**src/rtl/wb_stage.sv**
```systemverilog
// wb_stage: MEM/WB pipeline register and write-back logic for the P4
// pipelined MIPS core.
//
// The stage captures the MEM-stage result on each edge. It decodes the held
// instruction and selects the write-back data, including extraction and
// extension of load bytes and halfwords. It drives the register-file write
// port one cycle after capture.
//
// Ports:
//   clk        system clock, all state updates on posedge
//   reset      synchronous active-high, clears the stage to a bubble
//   stall      hold current contents
//   flush      load a bubble on the next edge
//   m_valid    MEM stage holds a real instruction
//   m_pc       PC of the MEM-stage instruction
//   m_instr    instruction word
//   m_alu      ALU result / load effective address
//   m_rdata    aligned data-memory word at {m_alu[31:2],2'b00}
//   grf_a3     destination register number
//   grf_wd     write data
//   grf_we     write enable
//   grf_pc     PC of the writing instruction
//   w_valid    stage holds a real instruction (hazard unit)
//   align_err  held load is misaligned, write suppressed
module wb_stage #(
  parameter logic [31:0] PC_RESET = 32'h0000_3000,
  parameter logic [4:0]  RA_REG   = 5'd31
) (
  input  logic        clk,
  input  logic        reset,
  input  logic        stall,
  input  logic        flush,
  input  logic        m_valid,
  input  logic [31:0] m_pc,
  input  logic [31:0] m_instr,
  input  logic [31:0] m_alu,
  input  logic [31:0] m_rdata,
  output logic [4:0]  grf_a3,
  output logic [31:0] grf_wd,
  output logic        grf_we,
  output logic [31:0] grf_pc,
  output logic        w_valid,
  output logic        align_err
);

  // Little-endian byte pick, sign- or zero-extended to 32 bits.
  function automatic logic [31:0] ext_byte(input logic [31:0] word,
                                           input logic [1:0]  ofs,
                                           input logic        sgn);
    logic [7:0]        b;
    logic signed [7:0] sb;
    case (ofs)
      2'd0:    b = word[7:0];
      2'd1:    b = word[15:8];
      2'd2:    b = word[23:16];
      default: b = word[31:24];
    endcase
    sb = b;
    return sgn ? 32'(sb) : {24'd0, b};
  endfunction

  // Halfword pick selected by address bit 1, sign- or zero-extended.
  function automatic logic [31:0] ext_half(input logic [31:0] word,
                                           input logic        hi,
                                           input logic        sgn);
    logic [15:0]        h;
    logic signed [15:0] sh;
    h  = hi ? word[31:16] : word[15:0];
    sh = h;
    return sgn ? 32'(sh) : {16'd0, h};
  endfunction

  logic        vld_p1;
  logic [31:0] pc_p1;
  logic [31:0] instr_p1;
  logic [31:0] alu_p1;
  logic [31:0] rdata_p1;

  // MEM -> WB boundary
  always_ff @(posedge clk) begin
    if (reset || flush) begin
      vld_p1   <= 1'b0;
      pc_p1    <= PC_RESET;
      instr_p1 <= 32'd0;
      alu_p1   <= 32'd0;
      rdata_p1 <= 32'd0;
    end else if (!stall) begin
      vld_p1   <= m_valid;
      pc_p1    <= m_pc;
      instr_p1 <= m_instr;
      alu_p1   <= m_alu;
      rdata_p1 <= m_rdata;
    end
  end

  logic [5:0]  op;
  logic [5:0]  fn;
  logic [4:0]  rd;
  logic [4:0]  rt;
  logic [1:0]  ofs;
  logic [31:0] link;
  logic        writing;
  logic        misalign;
  logic [4:0]  a3;
  logic [31:0] wd;

  assign op   = instr_p1[31:26];
  assign fn   = instr_p1[5:0];
  assign rd   = instr_p1[15:11];
  assign rt   = instr_p1[20:16];
  assign ofs  = alu_p1[1:0];
  assign link = pc_p1 + 32'd8;

  always_comb begin
    writing  = 1'b0;
    misalign = 1'b0;
    a3       = 5'd0;
    wd       = 32'd0;
    case (op)
      6'h00: begin
        if (fn == 6'h21 || fn == 6'h23) begin
          writing = 1'b1;
          a3      = rd;
          wd      = alu_p1;
        end else if (fn == 6'h09) begin
          writing = 1'b1;
          a3      = rd;
          wd      = link;
        end
      end
      6'h0D, 6'h0F: begin
        writing = 1'b1;
        a3      = rt;
        wd      = alu_p1;
      end
      6'h03: begin
        writing = 1'b1;
        a3      = RA_REG;
        wd      = link;
      end
      6'h23: begin
        writing  = 1'b1;
        a3       = rt;
        wd       = rdata_p1;
        misalign = (ofs != 2'd0);
      end
      6'h20, 6'h24: begin
        writing = 1'b1;
        a3      = rt;
        wd      = ext_byte(rdata_p1, ofs, op == 6'h20);
      end
      6'h21, 6'h25: begin
        writing  = 1'b1;
        a3       = rt;
        wd       = ext_half(rdata_p1, ofs[1], op == 6'h21);
        misalign = ofs[0];
      end
      default: ;
    endcase
  end

  // Bubbles present a zero destination and data so the hazard unit and the
  // register-file log never see stale decode results.
  assign grf_a3    = vld_p1 ? a3 : 5'd0;
  assign grf_wd    = vld_p1 ? wd : 32'd0;
  assign align_err = vld_p1 & misalign;
  assign grf_we    = vld_p1 & writing & (a3 != 5'd0) & ~misalign;
  assign grf_pc    = pc_p1;
  assign w_valid   = vld_p1;

endmodule

```
**config.mk**
```make
export PLATFORM = sky130hd
export DESIGN_NAME = wb_stage
export DESIGN_NICKNAME = d
export VERILOG_FILES = /design/src/rtl/wb_stage.sv
export SDC_FILE = /design/constraint.sdc
export NUM_CORES = 1
export LEC_CHECK = 0
export BUFFER_PORTS_ARGS = -buffer_cell sky130_fd_sc_hd__buf_2
export CELL_PAD_IN_SITES_DETAIL_PLACEMENT = 2
export CELL_PAD_IN_SITES_GLOBAL_PLACEMENT = 2
export CORE_MARGIN = 8
export CORE_UTILIZATION = 32
export CTS_BUF_LIST = sky130_fd_sc_hd__clkbuf_16
export CTS_CLUSTER_DIAMETER = 50
export DETAILED_ROUTE_END_ITERATION = 12
export PLACE_DENSITY_LB_ADDON = 0.2
export SYNTH_ARGS = -nofsm -noshare
export SYNTH_HDL_FRONTEND = slang
export SYNTH_SLANG_ARGS = --single-unit
```
**constraint.sdc**
```tcl
create_clock -name clk -period 4.55 [get_ports clk]
set_input_delay 0 -clock clk [delete_from_list [all_inputs] [get_ports clk]]
set_output_delay 0 -clock clk [all_outputs]
set_load 0.05 [all_outputs]
```
==> impl_metrics.json <==
{
  "post_synth_num_cell_types": 55,
  "synth_compound_gate_area_share": 0.123,
  "yosys_warnings": 0,
  "fin_util": 0.478,
  "ctsHoldBuffers": 121,
  "p_per_area_nw_per_um2": 319,
  "ctsResizeCount": 0,
  "viasPerCell": 5.41,
  "fin_crit_sh": 0.786,
  "synthMuxAreaShare": 0.230,
  "antenna_found_initial": 1,
  "hpwl_um": 18600,
  "max_freq_mhz": 280,
  "worst-r2r-cell-count": 3,
  "worst_pin_slew_ns": 1.13,
  "synth-edff-count": 0,
  "drv_cap": 0,
  "setup_viol": 0,
  "multi_input_area_um2": 3390,
  "drc": 0,
  "firstDrtPassIters": 5,
  "crit_type": "reg2out",
  "crit_arrival_ns": 3.58,
  "clk_path_buf_depth": 2,
  "ys_top_cells_by_area": "dfxtp_1, mux2i_1, nor2_1",
  "layout.nets": 1066,
  "synthTopCellsByCount": "nor2_1, dfxtp_1, mux2i_1, a221oi_1, clkbuf_1",
  "finalWirelength_um": 28600,
  "synth_adder_area_share": 0.00208,
  "run_status": "completed",
  "syn-mean-instance-area_um2": 9.35,
  "cts_setup_buffers": 0,
  "grt.overflow.total": 0,
  "cts_num_sinks": 119,
  "vias": 6384,
  "ys.flop_type": "dfxtp_1",
  "path_cells": "or4b_4, or2_4, o31ai_4, buf_4, a22oi_1, o22ai_1, buf_2",
  "cts_tree": "done",
  "required_ns": 4.55,
  "min_path_type": "in2reg",
  "synth_top_area_cell": "dfxtp_1",
  "ant_nets": 0,
  "finalCriticalPeriod_ns": 3.58,
  "regArea_um2": 2380,
  "relSlewSlack": 0.245,
  "clock_latency_ns": 0.41,
  "final_layout_size_suffix_gt1_frac": 0.260,
  "maxSlewViolCount": 0,
  "critPathMaxFanout": 21,
  "seq_area_frac_synth": 0.397,
  "synth_seq_cells": 119,
  "grt_usage": 0.245,
  "finalHoldViolCount": 0,
  "syn_area_um2": 6000,
  "wire_per_inst_um": 24.2,
  "synth_top_family_by_area": "multiplexers",
  "initial_core_util": 0.323,
  "rsz0062_at_grt": "no",
  "whs_path_depth": 3,
  "fill_cells": 1948,
  "async_flop_share": 0,
  "grt_pass1_wl_um": 44400,
  "cts_root_buf": "clkbuf_16",
  "io_pins": 205,
  "synthSimpleGateAreaFrac": 0.170,
  "start_kind": "flip-flop",
  "grt_max_degree": 93,
  "grt_pass1_vias": 7419,
  "netlist_instances": 642,
  "core_um2": 18600,
  "vdd_ir_drop_max_uv": 237,
  "area_growth_pct": 47.9,
  "core.rowCount": 50,
  "portBuffers": 194,
  "leakagePower_nw": 3.91,
  "netlist.area_leader.share": 0.397,
  "tns_ns": 0,
  "cts_buffers": 17,
  "yosysMostFrequentCell": "nor2_1",
  "die_height_um": 153,
  "path_clk_slew_ns": 0.06,
  "fin_worst_skew_ns": 0,
  "finalWeightedCongestion": 0.834,
  "die_w_um": 153,
  "cts-htree-levels": 4,
  "cpPeakStageDelay_ns": 0.88,
  "drt-initial-drc-count": 362,
  "syn_nets": 776,
  "synth_xor_area_frac": 0.0379,
  "end_kind": "output pin",
  "critical_path.slowest_cell": "o31ai_4",
  "die_area_um2": 23400
}
flip-flops by register name (all words and copies together), names as in the netlist:
name	count
alu_p1	32
grf_pc	32
instr_p1	22
rdata_p1	32
w_valid	1
layout make-up:
type	instances	share of cell area
Clock inverter	15	0.0165
Tap cell	234	0.0330
Inverter	3	0.00127
Clock buffer	17	0.0479
Timing Repair Buffer	320	0.251
Multi-Input combinational cell	471	0.382
Antenna cell	1	0.000282
Sequential cell	119	0.268
cells in the final DEF, fill, tap and decap left out, types with 3 or more instances in the layout:
| cell type | count |
|---|---|
| a21oi_1 | 16 |
| a221oi_1 | 29 |
| a222oi_1 | 7 |
| a22oi_1 | 12 |
| a31oi_1 | 3 |
| and2_1 | 3 |
| and3_1 | 3 |
| and4_1 | 3 |
| buf_2 | 193 |
| buf_4 | 5 |
| bufinv_16 | 3 |
| clkbuf_16 | 17 |
| clkinv_1 | 3 |
| clkinv_2 | 3 |
| dfxtp_1 | 119 |
| dlygate4sd3_1 | 121 |
| inv_1 | 7 |
| mux2i_1 | 119 |
| mux4_2 | 8 |
| nand2_1 | 22 |
| nand3_1 | 13 |
| nand4_1 | 9 |
| nor2_1 | 130 |
| nor3_1 | 6 |
| nor3b_1 | 4 |
| nor4_1 | 9 |
| o21ai_0 | 4 |
| o22ai_1 | 14 |
| or4_1 | 3 |
| xnor2_1 | 10 |
| xor2_1 | 16 |
report_power, final:
group	leakage, nW	switching [mW]	total (mW)	internal [mW]
registers	0.970	0.0465	1.12	1.08
logic	2.65	0.180	0.365	0.185
clock network	0.290	0.496	1.34	0.842
total	3.91	0.722	2.83	2.10
path summary, 6_finish.rpt:
path / from / to / slack [ns]
setup reg to reg: grf_pc[12]$_SDFFE_PP1N_ / grf_pc[12]$_SDFFE_PP1N_ / 3.23
hold reg to reg: alu_p1[26]$_SDFFE_PP0N_ / alu_p1[26]$_SDFFE_PP0N_ / 0.50
setup / recovery: instr_p1[26]$_SDFFE_PP0N_ / grf_wd[11] / 0.97
hold / removal: flush / grf_pc[14]$_SDFFE_PP0N_ / 0.10
logic make-up after synthesis:
kind of cell,after synthesis
buffers and inverters,52
flip-flops,119
AO/OA/AOI/OAI,97
adder cells (fa/ha/maj),1
AND/OR/NAND/NOR,219
XOR/XNOR,26
multiplexers,128
layer usage:
metal	routed length, µm	up-vias	global-route usage
li1	-	2945	-
met1	11300	3192	0.269
met2	15000	202	0.445
met3	1600	45	0.0696
met4	607	0	0.0829
met5	0	-	0
metrics by stage:
step / cell area [µm²] / std cells / hold WS [ns] / power (mW) / setup slack, ns
2_1_floorplan: 6000 / 642 / 0.0973 / 1.30 / 1.71
3_3_place_gp: 7090 / 1026 / 0.206 / 1.40 / 1.53
3_5_place_dp: 7090 / 1026 / 0.218 / 1.42 / 1.48
4_1_cts: 8870 / 1179 / 0.105 / 2.84 / 0.976
5_1_grt: 8870 / 1180 / 0.130 / 2.93 / 0.797
6_report: 8870 / 1180 / 0.105 / 2.83 / 0.975
critical path: cells and delay by family (launching register included):
kind	cells	cell delay [ns]
simple gates	2	0.85
flops	1	0.41
compound gates	3	1.22
buf+inv	2	0.66
(Power assumes the default switching activity.)
